`src/rtl/demux_scan_pkg.sv`:
```
// Shared types and constants for the round-robin demux scanner.
package demux_scan_pkg;

  localparam int unsigned N_CH  = 8;
  localparam int unsigned SEL_W = 3;
  localparam int unsigned CNT_W = 8;

  typedef enum logic [1:0] {
    ST_IDLE  = 2'd0,
    ST_DRIVE = 2'd1,
    ST_GAP   = 2'd2
  } state_e;

  // Everything the scanner presents to the demux in one cycle.
  typedef struct packed {
    logic [SEL_W-1:0] sel;
    logic             demux_in;
    logic [N_CH-1:0]  ack;
  } drive_t;

  function automatic logic [N_CH-1:0] ch_onehot(input logic [SEL_W-1:0] ch);
    ch_onehot = N_CH'(1) << ch;
  endfunction

endpackage

```
`src/rtl/rr_pick8.sv`:
```
// Combinational round-robin picker: first set bit at or above i_start, wrapping.
module rr_pick8
  import demux_scan_pkg::*;
(
  input  logic [N_CH-1:0]  i_pending,
  input  logic [SEL_W-1:0] i_start,
  output logic             o_valid_c,
  output logic [SEL_W-1:0] o_idx_c
);

  // Walk offsets from farthest to nearest so the nearest hit is the last write.
  always_comb begin
    o_valid_c = 1'b0;
    o_idx_c   = i_start;
    for (int k = int'(N_CH) - 1; k >= 0; k--) begin
      if (i_pending[i_start + SEL_W'(k)]) begin
        o_valid_c = 1'b1;
        o_idx_c   = i_start + SEL_W'(k);
      end
    end
  end

endmodule

```
`src/rtl/demux_scan_ctrl.sv`:
```
// Round-robin channel scanner driving sel/demux_in of a 1-to-8 demux switch,
// with a fixed dwell per service, one-cycle ack and a guard gap afterwards.
module demux_scan_ctrl
  import demux_scan_pkg::*;
#(
  parameter int unsigned DWELL = 4,
  parameter int unsigned GAP   = 1
) (
  input  logic             clk,
  input  logic             rst_n,
  input  logic             i_enable,
  input  logic             i_flush,
  input  logic [N_CH-1:0]  i_req,
  output logic [SEL_W-1:0] o_sel,
  output logic             o_demux_in,
  output logic [N_CH-1:0]  o_ack,
  output logic             o_busy,
  output logic [N_CH-1:0]  o_pending
);

  localparam logic [CNT_W-1:0] DWELL_LOAD = CNT_W'(DWELL - 1);
  localparam logic [CNT_W-1:0] GAP_LOAD   = (GAP == 0) ? '0 : CNT_W'(GAP - 1);
  localparam bit               HAS_GAP    = (GAP != 0);

  state_e           r_state;
  state_e           w_state_nxt;
  logic [CNT_W-1:0] r_cnt;
  logic [CNT_W-1:0] w_cnt_nxt;
  logic [N_CH-1:0]  r_pending;
  logic [N_CH-1:0]  w_pending_nxt;
  logic [N_CH-1:0]  w_clr;
  logic [SEL_W-1:0] r_last;
  logic [SEL_W-1:0] w_last_nxt;
  drive_t           r_drv;
  drive_t           w_drv_nxt;
  logic             r_busy;

  logic [SEL_W-1:0] w_start;
  logic             w_pick_valid;
  logic [SEL_W-1:0] w_pick_idx;
  logic             w_cnt_zero;
  logic             w_start_svc;

  // Search begins one past the channel serviced last.
  assign w_start = r_last + SEL_W'(1);

  rr_pick8 u_pick (
    .i_pending (r_pending),
    .i_start   (w_start),
    .o_valid_c (w_pick_valid),
    .o_idx_c   (w_pick_idx)
  );

  assign w_cnt_zero  = (r_cnt == '0);
  assign w_start_svc = i_enable & w_pick_valid;

  always_ff @(posedge clk or negedge rst_n) begin
    if (!rst_n) begin
      r_state <= ST_IDLE;
    end else begin
      r_state <= w_state_nxt;
    end
  end

  always_comb begin
    w_state_nxt = r_state;
    if (i_flush) begin
      w_state_nxt = ST_IDLE;
    end else begin
      case (r_state)
        ST_IDLE: begin
          if (w_start_svc) begin
            w_state_nxt = ST_DRIVE;
          end
        end
        ST_DRIVE: begin
          if (w_cnt_zero) begin
            w_state_nxt = HAS_GAP ? ST_GAP : ST_IDLE;
          end
        end
        ST_GAP: begin
          if (w_cnt_zero) begin
            w_state_nxt = ST_IDLE;
          end
        end
        default: w_state_nxt = ST_IDLE;
      endcase
    end
  end

  // Next values of the drive bundle, counter, clear mask and last pointer.
  always_comb begin
    w_drv_nxt     = r_drv;
    w_drv_nxt.ack = '0;
    w_cnt_nxt     = r_cnt;
    w_clr         = '0;
    w_last_nxt    = r_last;
    if (i_flush) begin
      w_drv_nxt.demux_in = 1'b0;
    end else begin
      case (r_state)
        ST_IDLE: begin
          w_drv_nxt.demux_in = 1'b0;
          if (w_start_svc) begin
            w_drv_nxt.sel      = w_pick_idx;
            w_drv_nxt.demux_in = 1'b1;
            w_cnt_nxt          = DWELL_LOAD;
          end
        end
        ST_DRIVE: begin
          if (w_cnt_zero) begin
            w_drv_nxt.demux_in = 1'b0;
            w_drv_nxt.ack      = ch_onehot(r_drv.sel);
            w_clr              = ch_onehot(r_drv.sel);
            w_last_nxt         = r_drv.sel;
            w_cnt_nxt          = GAP_LOAD;
          end else begin
            w_cnt_nxt = r_cnt - CNT_W'(1);
          end
        end
        ST_GAP: begin
          w_drv_nxt.demux_in = 1'b0;
          if (!w_cnt_zero) begin
            w_cnt_nxt = r_cnt - CNT_W'(1);
          end
        end
        default: w_drv_nxt.demux_in = 1'b0;
      endcase
    end
  end

  // A new request on the clearing edge wins, so the channel is queued again.
  assign w_pending_nxt = i_flush ? '0 : ((r_pending & ~w_clr) | i_req);

  always_ff @(posedge clk or negedge rst_n) begin
    if (!rst_n) begin
      r_drv     <= '0;
      r_cnt     <= '0;
      r_pending <= '0;
      r_last    <= SEL_W'(N_CH - 1);
      r_busy    <= 1'b0;
    end else begin
      r_drv     <= w_drv_nxt;
      r_cnt     <= w_cnt_nxt;
      r_pending <= w_pending_nxt;
      r_last    <= w_last_nxt;
      r_busy    <= (w_state_nxt != ST_IDLE);
    end
  end

  assign o_sel      = r_drv.sel;
  assign o_demux_in = r_drv.demux_in;
  assign o_ack      = r_drv.ack;
  assign o_busy     = r_busy;
  assign o_pending  = r_pending;

  // Glitch-freedom invariants seen by the downstream demux.
  a_sel_stable : assert property (@(posedge clk) disable iff (!rst_n)
    (o_demux_in && $past(o_demux_in)) |-> $stable(o_sel));
  a_ack_onehot : assert property (@(posedge clk) disable iff (!rst_n)
    $onehot0(o_ack));
  a_ack_gap    : assert property (@(posedge clk) disable iff (!rst_n)
    (o_ack != '0) |-> !o_demux_in);
  a_drive_busy : assert property (@(posedge clk) disable iff (!rst_n)
    o_demux_in |-> o_busy);

endmodule
```
`config.mk`:
```
export PLATFORM = sky130hd
export DESIGN_NAME = demux_scan_ctrl
export DESIGN_NICKNAME = d
export VERILOG_FILES = /design/src/rtl/demux_scan_pkg.sv /design/src/rtl/rr_pick8.sv /design/src/rtl/demux_scan_ctrl.sv
export SDC_FILE = /design/constraint.sdc
export NUM_CORES = 1
export LEC_CHECK = 0
export ABC_CLOCK_PERIOD_IN_PS = 6200
export CORE_ASPECT_RATIO = 0.9
export CORE_MARGIN = 2
export CORE_UTILIZATION = 40
export CTS_CLUSTER_SIZE = 28
export DETAILED_ROUTE_END_ITERATION = 8
export PLACE_DENSITY = 0.71
export SLEW_MARGIN = 20
export SYNTH_ARGS = -nofsm -noshare
export SYNTH_HDL_FRONTEND = slang
export SYNTH_HIERARCHICAL = 1
export SYNTH_SLANG_ARGS = --single-unit
```
`constraint.sdc`:
```
create_clock -name clk -period 6.2 [get_ports clk]
set_input_delay 1.24 -clock clk [delete_from_list [all_inputs] [get_ports clk]]
set_output_delay 1.24 -clock clk [all_outputs]
set_load 0.1 [all_outputs]
```
==> flow_summary.json <==
{
  "cp_max_fo": 15,
  "synth.area.top_cells": "dfrtp_1 (31%), mux4_2 (6.3%), mux2_2 (5.0%)",
  "maxSlewHeadroom_pct": 34.5,
  "yosysSeqAreaShare_pct": 34.3,
  "fmax_mhz": 273,
  "crit_slowest_cell": "ha_1",
  "clk_pin_slew_worst_paths_ps": 80,
  "synth_edf_count": 0,
  "worstSetupEndpoint": "o_sel[1]",
  "p_per_area_nw_per_um2": 440,
  "antenna_found_initial": 0,
  "synth_area_um2": 2490,
  "rr_worst_depth": 8,
  "r2r_slack_ps": 2540,
  "ys.flop_type": "dfrtp_1",
  "cellLeakagePower_uw": 0.00125,
  "htreeDepth": 2,
  "syn_avg_cell_area_um2": 10.0,
  "synth_top_area_share_pct": 31.2,
  "grt_max_degree": 35,
  "synth_seq_cells": 34,
  "rsz0062_at_grt": "false",
  "status": "finished clean",
  "layout.nets": 298,
  "timing.final.hold_violations": 0,
  "cts_root_buffer": "clkbuf_8",
  "drtIter0Drc": 69,
  "port-buffer-count": 32,
  "slew_viol_final": 0,
  "cp_common_cell": "ha_1",
  "synth_top_family_by_area": "compound AO/OA/AOI/OAI gates",
  "rr_startpoint": "r_last[0]",
  "drive_gt1_share_pct": 16.9,
  "async_flop_share_pct": 100,
  "maxCapViolCount": 0,
  "cts_tree": "yes",
  "fin_crit_ps": 3660,
  "hold_buffers": 0,
  "firstDrtPassIters": 6,
  "n_antenna_cell": 0,
  "post_cts_buffers": 0,
  "die_area_um2": 6870,
  "fp.dieH_um": 78.8,
  "grt-ovfl-total": 0,
  "cp-start-kind": "flop",
  "cts.repair.resized": 0,
  "die_w_um": 87.1,
  "netlist_instances": 248,
  "critPathKind": "flop to flop",
  "cts_sinks": 34,
  "synth-compound-area-share_pct": 20.7,
  "post-dp-hpwl_um": 4330,
  "endpoint_kind": "flop",
  "start_util_pct": 40.9,
  "num_rows": 27,
  "cp-startpoint": "r_last[0]",
  "grt_usage_pct": 18.4,
  "coreArea_um2": 6080,
  "muxShareOfSynthArea_pct": 16.8,
  "crit_chain": "ha_1, inv_2, ha_1, mux4_2, mux2_4, or4_1, o31a_1, mux2_2",
  "grt_pass1_wl_um": 9890,
  "vias_per_cell": 6.04,
  "ys_warn_count": 6,
  "io_pins": 33,
  "routed_wl_um": 6060,
  "clock_path_buffers": 2,
  "grt_pass1_vias": 2060,
  "post-synth-top-area-cell": "dfrtp_1",
  "drc": 0,
  "syn_nets": 269,
  "cts_made_buffers": 5,
  "yosysUniqueCellTypes": 64,
  "setup_viol": 0,
  "synth_xor_area_share_pct": 1.76,
  "worst_pin_slew_ps": 979,
  "syn2layout_area_growth_pct": 19.1,
  "slowest_delay_ps": 550,
  "synth-adder-area-share_pct": 4.52,
  "vias": 2114,
  "routabilityCongestion": 0.992,
  "crit_required_ps": 6380,
  "reg2reg_to": "o_sel[1]",
  "wl_per_cell_um": 17.3,
  "peakVddDrop_uv": 222,
  "finalClockSkew_ps": 4.29,
  "insertion_delay_ps": 300,
  "min_period_over_period_pct": 59.0,
  "hp-class": "flop to flop",
  "cp_data_arrival_time_ps": 3840,
  "ant_nets": 0,
  "yosys.area_share.simple_pct": 16.2,
  "tns_ps": 0,
  "holdWs_ps": 469
}
worst min path at each step:
stage	from	cells past startpoint	to
final	r_last[2]	2	r_last[2]
after global routing	r_last[2]	2	r_last[2]
after detailed placement	r_last[2]	2	r_last[2]
after global placement	r_last[2]	2	r_last[2]
after floorplan	r_last[2]	2	r_last[2]
after CTS	r_last[2]	2	r_last[2]
layout make-up:
| class | instances | area (um^2) |
|---|---|---|
| fill | 556 | 3120 |
| sequential | 34 | 855 |
| inverter | 20 | 75.1 |
| multi-input combinational | 182 | 1490 |
| clock inverter | 3 | 45.0 |
| timing repair buffer | 34 | 335 |
| tap | 72 | 90.1 |
| clock buffer | 5 | 68.8 |
Yosys cell counts (all sizes together) (2+ instances only):
| cell type | instances |
|---|---|
| dfrtp | 31 |
| inv | 20 |
| a21oi | 13 |
| nor2 | 13 |
| mux2 | 12 |
| mux2i | 11 |
| o21ai | 11 |
| ha | 9 |
| o31ai | 8 |
| a22oi | 7 |
| mux4 | 7 |
| nand2 | 7 |
| nor3 | 7 |
| buf | 6 |
| clkbuf | 6 |
| or3 | 6 |
| and2 | 5 |
| nand2b | 5 |
| nor4 | 5 |
| or4 | 5 |
| nand3 | 4 |
| o21a | 4 |
| xnor2 | 4 |
| a211oi | 3 |
| a31oi | 3 |
| and3 | 3 |
| dfstp | 3 |
| o211ai | 3 |
| a21bo | 2 |
| a21boi | 2 |
| a221oi | 2 |
| nor2b | 2 |
| o21bai | 2 |
| o31a | 2 |
per-stage QoR:
step | area, um^2 | power, uW | utilization (%) | std cells | setup slack, ps
global placement | 2850 | 1070 | 46.9 | 342 | 2700
CTS | 2960 | 1300 | 48.7 | 350 | 2570
floorplan | 2490 | 930 | - | 248 | 2880
finish | 2960 | 1300 | 48.7 | 350 | 2540
detailed placement | 2850 | 1080 | 46.9 | 342 | 2590
global route | 2960 | 1380 | 48.7 | 350 | 2390
report_power, final:
group	switching [uW]	internal (uW)
clock network	91.5	120
logic	469	319
registers	53.5	252
total	614	691
routing by layer:
metal	global-route usage [%]	share of wire, %
met3	4.99	6.3
met5	0	0
met4	6.31	1.6
met1	23.5	44
met2	29.9	48
layout by cell type, fill, tap and decap left out, types with 6 or more instances in the layout:
cell type,synthesis,routed
a21oi_1,13,13
a22oi_1,6,6
clkdlybuf4s50_1,0,32
dfrtp_1,31,31
ha_1,9,9
inv_1,18,18
mux2_2,11,11
mux2i_1,10,10
mux4_2,7,7
nand2_1,7,7
nor2_1,12,12
nor3_1,7,7
o21ai_0,6,6
o31ai_1,6,6
flip-flops by register name (all words and copies together), names as in the netlist:
register and flops:
o_ack 8, o_pending 8, o_sel 3, o_busy 1, r_cnt 8, r_last 3
r_state 2, o_demux_in 1
logic make-up after synthesis:
logic type	Yosys count
fa+ha+maj	9
flops	34
xor+xnor	5
simple gates	67
mux	30
compound gates	71
buf+inv	32
critical path, delay by kind of cell, from the launching register on:
| family | cells | cell delay (ps) |
|---|---|---|
| compound gates | 1 | 280 |
| fa+ha+maj | 2 | 1010 |
| buf+inv | 1 | 210 |
| flops | 1 | 540 |
| mux | 3 | 970 |
| simple gates | 1 | 520 |
(Power assumes the default switching activity.)
